[config.mk]
export PLATFORM = sky130hd
export DESIGN_NAME = decoder_3to8_seq
export DESIGN_NICKNAME = d
export VERILOG_FILES = /design/src/rtl/decoder_3to8_seq_pkg.sv /design/src/rtl/decoder_3to8_seq_onehot_dec3.sv /design/src/rtl/decoder_3to8_seq.sv
export SDC_FILE = /design/constraint.sdc
export NUM_CORES = 1
export LEC_CHECK = 0
export ABC_AREA = 0
export CORE_MARGIN = 3
export CORE_UTILIZATION = 43
export DETAILED_ROUTE_END_ITERATION = 6
export PLACE_DENSITY = 0.67
export REMOVE_ABC_BUFFERS = 1
export SYNTH_ARGS = -nofsm -noshare
export SYNTH_HDL_FRONTEND = slang
export SYNTH_SLANG_ARGS = --single-unit
[constraint.sdc]
create_clock -name clk -period 4.35 [get_ports clk]
set_clock_uncertainty 0.1 [all_clocks]
set_input_delay 0.87 -clock clk [delete_from_list [all_inputs] [get_ports clk]]
set_output_delay 0.87 -clock clk [all_outputs]
set_load 0.02 [all_outputs]
[src/rtl/decoder_3to8_seq_pkg.sv]
// Shared definitions for the sequenced 3-to-8 decoder: FSM state encoding,
// the 8-bit hold/gap counter type and the one-hot decode used both by the
// RTL and by companion benches as a golden model.
package decoder_3to8_seq_pkg;

    typedef enum logic [1:0] {
        IDLE = 2'd0,
        HOLD = 2'd1,
        GAP  = 2'd2
    } state_t;

    typedef logic [7:0] cnt_t;

    localparam int CODE_W   = 3;
    localparam int ONEHOT_W = 8;

    // Binary code to one-hot: bit 'code' set, all others clear.
    function automatic logic [ONEHOT_W-1:0] onehot_dec(input logic [CODE_W-1:0] code);
        onehot_dec = 8'h01 << code;
    endfunction

endpackage

[src/rtl/decoder_3to8_seq_onehot_dec3.sv]
// Purely combinational 3-to-8 one-hot decoder.
module onehot_dec3
    import decoder_3to8_seq_pkg::*;
(
    input  logic [2:0] code_i,
    output logic [7:0] onehot_o
);

    assign onehot_o = onehot_dec(code_i);

endmodule

[src/rtl/decoder_3to8_seq.sv]
// Sequenced 3-to-8 decoder. An accepted code is presented one-hot on d for
// HOLD_CYCLES cycles, followed by GAP_CYCLES forced all-zero cycles. A normal
// hold completion is flagged by a one-cycle done pulse; dropping en during a
// hold aborts it silently and returns straight to IDLE.
module decoder_3to8_seq
    import decoder_3to8_seq_pkg::*;
#(
    parameter int HOLD_CYCLES = 4,   // 1..255
    parameter int GAP_CYCLES  = 1    // 0..255
) (
    input  logic       clk,
    input  logic       rst,
    input  logic       en,
    input  logic       in_valid,
    input  logic [2:0] in_code,
    output logic       in_ready,
    output logic [7:0] d,
    output logic       busy,
    output logic       done
);

    // Counter reload values; the exit test happens at zero, so a load of N-1
    // yields exactly N cycles in the state.
    localparam cnt_t HOLD_LOAD = cnt_t'(HOLD_CYCLES - 1);
    localparam cnt_t GAP_LOAD  = cnt_t'(GAP_CYCLES - 1);

    state_t     state_q, state_d;
    cnt_t       cnt_q,   cnt_d;
    logic [2:0] code_q,  code_d;
    logic [7:0] d_q,     d_d;
    logic       done_q,  done_d;
    logic [7:0] dec_out;
    logic       accept;

    // Handshake signals are decoded from state and en only.
    assign in_ready = (state_q == IDLE) && en;
    assign busy     = (state_q != IDLE);
    assign accept   = in_valid && in_ready;

    // The latched code only changes on a transfer; decoding the next-state
    // code lets d show the new code in the first cycle after acceptance.
    assign code_d = accept ? in_code : code_q;

    onehot_dec3 u_dec (
        .code_i   (code_d),
        .onehot_o (dec_out)
    );

    // d is non-zero only while the next state is HOLD.
    assign d_d = (state_d == HOLD) ? dec_out : 8'h00;

    // Next-state logic for the IDLE/HOLD/GAP sequencer and its counter.
    always_comb begin
        state_d = state_q;
        cnt_d   = cnt_q;
        done_d  = 1'b0;
        case (state_q)
            IDLE: begin
                if (accept) begin
                    state_d = HOLD;
                    cnt_d   = HOLD_LOAD;
                end
            end
            HOLD: begin
                if (!en) begin
                    // Abort: no done pulse, gap skipped.
                    state_d = IDLE;
                    cnt_d   = '0;
                end else if (cnt_q == '0) begin
                    done_d = 1'b1;
                    if (GAP_CYCLES > 0) begin
                        state_d = GAP;
                        cnt_d   = GAP_LOAD;
                    end else begin
                        state_d = IDLE;
                    end
                end else begin
                    cnt_d = cnt_q - 8'd1;
                end
            end
            GAP: begin
                // en is deliberately ignored here; the gap always completes.
                if (cnt_q == '0) begin
                    state_d = IDLE;
                end else begin
                    cnt_d = cnt_q - 8'd1;
                end
            end
            default: begin
                state_d = IDLE;
                cnt_d   = '0;
            end
        endcase
    end

    // State and output registers; reset overrides any transfer on the same edge.
    always_ff @(posedge clk) begin
        if (rst) begin
            state_q <= IDLE;
            cnt_q   <= '0;
            code_q  <= '0;
            d_q     <= 8'h00;
            done_q  <= 1'b0;
        end else begin
            state_q <= state_d;
            cnt_q   <= cnt_d;
            code_q  <= code_d;
            d_q     <= d_d;
            done_q  <= done_d;
        end
    end

    assign d    = d_q;
    assign done = done_q;

endmodule
==> flow_metrics.env <==
export IMPL_path_class="in2out"
export IMPL_ys_seq_elements=22
export IMPL_clock_latency_ns=0.31
export IMPL_final_common_cell="dfxtp_1"
export IMPL_cap_violations=0
export IMPL_crit_chain="clkdlybuf4s50_1 > inv_1 > nor2_1 > clkdlybuf4s50_1"
export IMPL_power_density_mw_per_mm2=387
export IMPL_setup_viol=0
export IMPL_min_path_cells=2
export IMPL_postCtsSetupRepairBufs=0
export IMPL_tritoncts="done"
export IMPL_grt_overflow_total=0
export IMPL_wirelength_um=2300
export IMPL_fin_crit_sh_pct=72.6
export IMPL_cts_htree_levels=1
export IMPL_dp_final_hpwl_um=1780
export IMPL_synthCells=123
export IMPL_grt_max_degree=14
export IMPL_coreArea_mm2=0.00228
export IMPL_io_pins=18
export IMPL_dieArea_mm2=0.00309
export IMPL_reg2reg_setup_slack_ns=2.23
export IMPL_antenna_found_initial=0
export IMPL_cts_resized_gates=0
export IMPL_worst_path_buf_inv=3
export IMPL_cts_clk_slew_worst_paths_ns=0.14
export IMPL_drt_iter0_drc=15
export IMPL_cts_sinks=22
export IMPL_n_antenna_cell=0
export IMPL_tightestPinTransition_ns=0.503
export IMPL_status="complete, no violations"
export IMPL_ys_types=41
export IMPL_crit_slowest_cell="clkdlybuf4s50_1"
export IMPL_slew_violations=0
export IMPL_end_kind="primary output"
export IMPL_critPathMaxFanout=6
export IMPL_nNetsFinal=148
export IMPL_fp_dieW_um=55.6
export IMPL_root_buffer="clkbuf_4"
export IMPL_dr_pass1_iters=4
export IMPL_worstHoldStart="cnt_q[5]"
export IMPL_worstPathArrival_ns=2.19
export IMPL_avgViaCountPerCell=5.73
export IMPL_min_to="cnt_q[5]"
export IMPL_cpMostUsedCell="clkdlybuf4s50_1"
export IMPL_area_growth_pct=22.0
export IMPL_cpPeakStageDelay_ns=0.61
export IMPL_maxSlewHeadroom_pct=66.2
export IMPL_synth_warnings=0
export IMPL_r2r_cells=6
export IMPL_setup_worst_path_start_class="input port"
export IMPL_p_seq_share_pct=45.6
export IMPL_p_leak_nw=0.468
export IMPL_hp_class="reg2reg"
export IMPL_timing_final_ws_setup_ns=1.19
export IMPL_yosysSeqAreaShare_pct=41.7
export IMPL_track_usage_pct=16.6
export IMPL_drive_gt1_share_pct=7.25
export IMPL_combinationalPowerShare_pct=22.5
export IMPL_drc_errors=0
export IMPL_die_h_um=55.6
export IMPL_max_vdd_ir_drop_mv=0.269
export IMPL_post_place_ws_ns=1.20
export IMPL_syn_area_mm2=0.00106
export IMPL_layout_common_cells="dfxtp_1 (22), nor2_1 (18), clkdlybuf4s50_1 (17), a21oi_1 (13), inv_1 (8)"
export IMPL_gp_congestion=0.778
export IMPL_crit_family="buffers and inverters"
export IMPL_wl_per_cell_um=13.8
export IMPL_p_int_uw=355
export IMPL_setup_tns_ns=0
export IMPL_grt_pass1_wl_um=4110
export IMPL_ctsHoldBuffers=0
export IMPL_p_clk_share_pct=31.9
export IMPL_rsz0062_at_grt="false"
export IMPL_start_util_pct=46.4
export IMPL_max_clock_freq_mhz=317
export IMPL_route_vias_total=951
export IMPL_hold_viol=0
export IMPL_cts_inserted_buffers=3
export IMPL_ant_nets=0
export IMPL_p_sw_uw=144
export IMPL_required_ns=3.38
export IMPL_p_sw_share_pct=28.9
export IMPL_r2r_start="cnt_q[0]"
export IMPL_syn_area_per_cell_um2=8.59
export IMPL_period_needed_ns=3.16
export IMPL_row_count=17
export IMPL_port_buffers=17
export IMPL_grt_pass1_vias=893
export IMPL_r2r_end="cnt_q[3]"
export IMPL_clock_path_buffers=2
## power groups by stage
| stage | Clock [mW] | Combinational, mW | Sequential, mW |
|---|---|---|---|
| 3_3_place_gp | 0 | 0.108 | 0.232 |
| 4_1_cts | 0.162 | 0.112 | 0.228 |
| 6_report | 0.159 | 0.112 | 0.228 |
| 5_1_grt | 0.169 | 0.125 | 0.231 |
| 2_1_floorplan | 0 | 0.0781 | 0.230 |
| 3_5_place_dp | 0 | 0.111 | 0.232 |
## per-layer routing
metal | GRT usage (%) | share of wire (%) | vias up | wire length (um)
li1 | - | - | 477 | -
met1 | 22.1 | 48 | 450 | 1100
met2 | 26.5 | 49 | 24 | 1120
met3 | 2.80 | 3.5 | 0 | 80
met4 | 6.60 | 0 | 0 | 0
met5 | 0 | 0 | - | 0
## state kept, by name, indices dropped and copies added (netlist names)
signal	cells
d	8
done	1
state_q	2
code_q	3
cnt_q	8
## worst max-delay path by stage
stage	slack [ns]	to	depth (start not counted)	start
floorplan	2.20	in_ready	2	en
global placement	1.22	in_ready	4	en
detailed placement	1.20	in_ready	4	en
CTS	1.18	in_ready	4	en
global route	1.09	in_ready	4	en
finish	1.19	in_ready	4	en
## kinds of logic (layout without fill, tap and decap cells)
| family | Yosys count | in the layout | share of synthesized area (%) |
|---|---|---|---|
| AO/OA/AOI/OAI | 38 | 38 | 24.9 |
| multiplexers | 4 | 4 | 3.91 |
| buffers and inverters | 14 | 29 | 5.21 |
| adder cells (fa/ha/maj) | 2 | 2 | 2.37 |
| AND/OR/NAND/NOR | 43 | 43 | 21.9 |
| flip-flops | 22 | 22 | 41.7 |
## area by class of cell
class / instances / area [um2]
fillers: 219 / 987
multi-input cells: 87 / 561
flip-flops and latches: 22 / 440
repair buffers: 17 / 170
well taps: 28 / 35.0
clock inverters: 1 / 30.0
inverters: 8 / 30.0
clock buffers: 3 / 22.5
## tightest hold or removal path, stage by stage, from the launching register on
cell     delay (ns)
dfxtp_1        0.37
nand3_1        0.07
a21oi_1        0.05
## stage by stage
step / cells / hold WS (ns) / instance area [um2] / utilization (%) / total power [mW]
final: 166 / 0.425 / 1290 / 56.6 / 0.499
after global routing: 166 / 0.470 / 1290 / 56.6 / 0.525
after CTS: 166 / 0.426 / 1290 / 56.6 / 0.501
after detailed placement: 162 / 0.407 / 1240 / 54.3 / 0.343
after global placement: 162 / 0.397 / 1240 / 54.3 / 0.339
after floorplan: 117 / 0.374 / 1030 / - / 0.308
## Yosys cell counts (all sizes together)
cell	number	area share (%)
nor2	18	6.4
clkbuf	3	1.1
o21a	2	1.4
nor3b	1	0.71
and4bb	1	1.2
or3	3	1.8
a21o	3	2.3
o2111ai	4	3.3
inv	8	2.8
o21ai	3	1.4
or4	1	0.71
buf	3	1.3
o211ai	4	2.8
nor4	1	0.59
nand3	4	1.9
or3b	1	0.83
a21boi	2	1.4
mux2i	3	2.8
o311ai	1	0.83
a2111o	1	1.1
dfxtp	22	42
a21oi	13	6.2
nand3b	1	0.71
mux2	1	1.1
nor3	3	1.4
nand2	1	0.36
ha	2	2.4
nand2b	2	1.2
o31ai	1	0.71
and3b	1	0.83
o32ai	2	1.7
nor2b	2	1.2
or4b	1	0.95
o2bb2ai	1	0.83
or2	2	1.2
o21ba	1	0.95
Note: power is estimated with default switching activity, not from simulation.
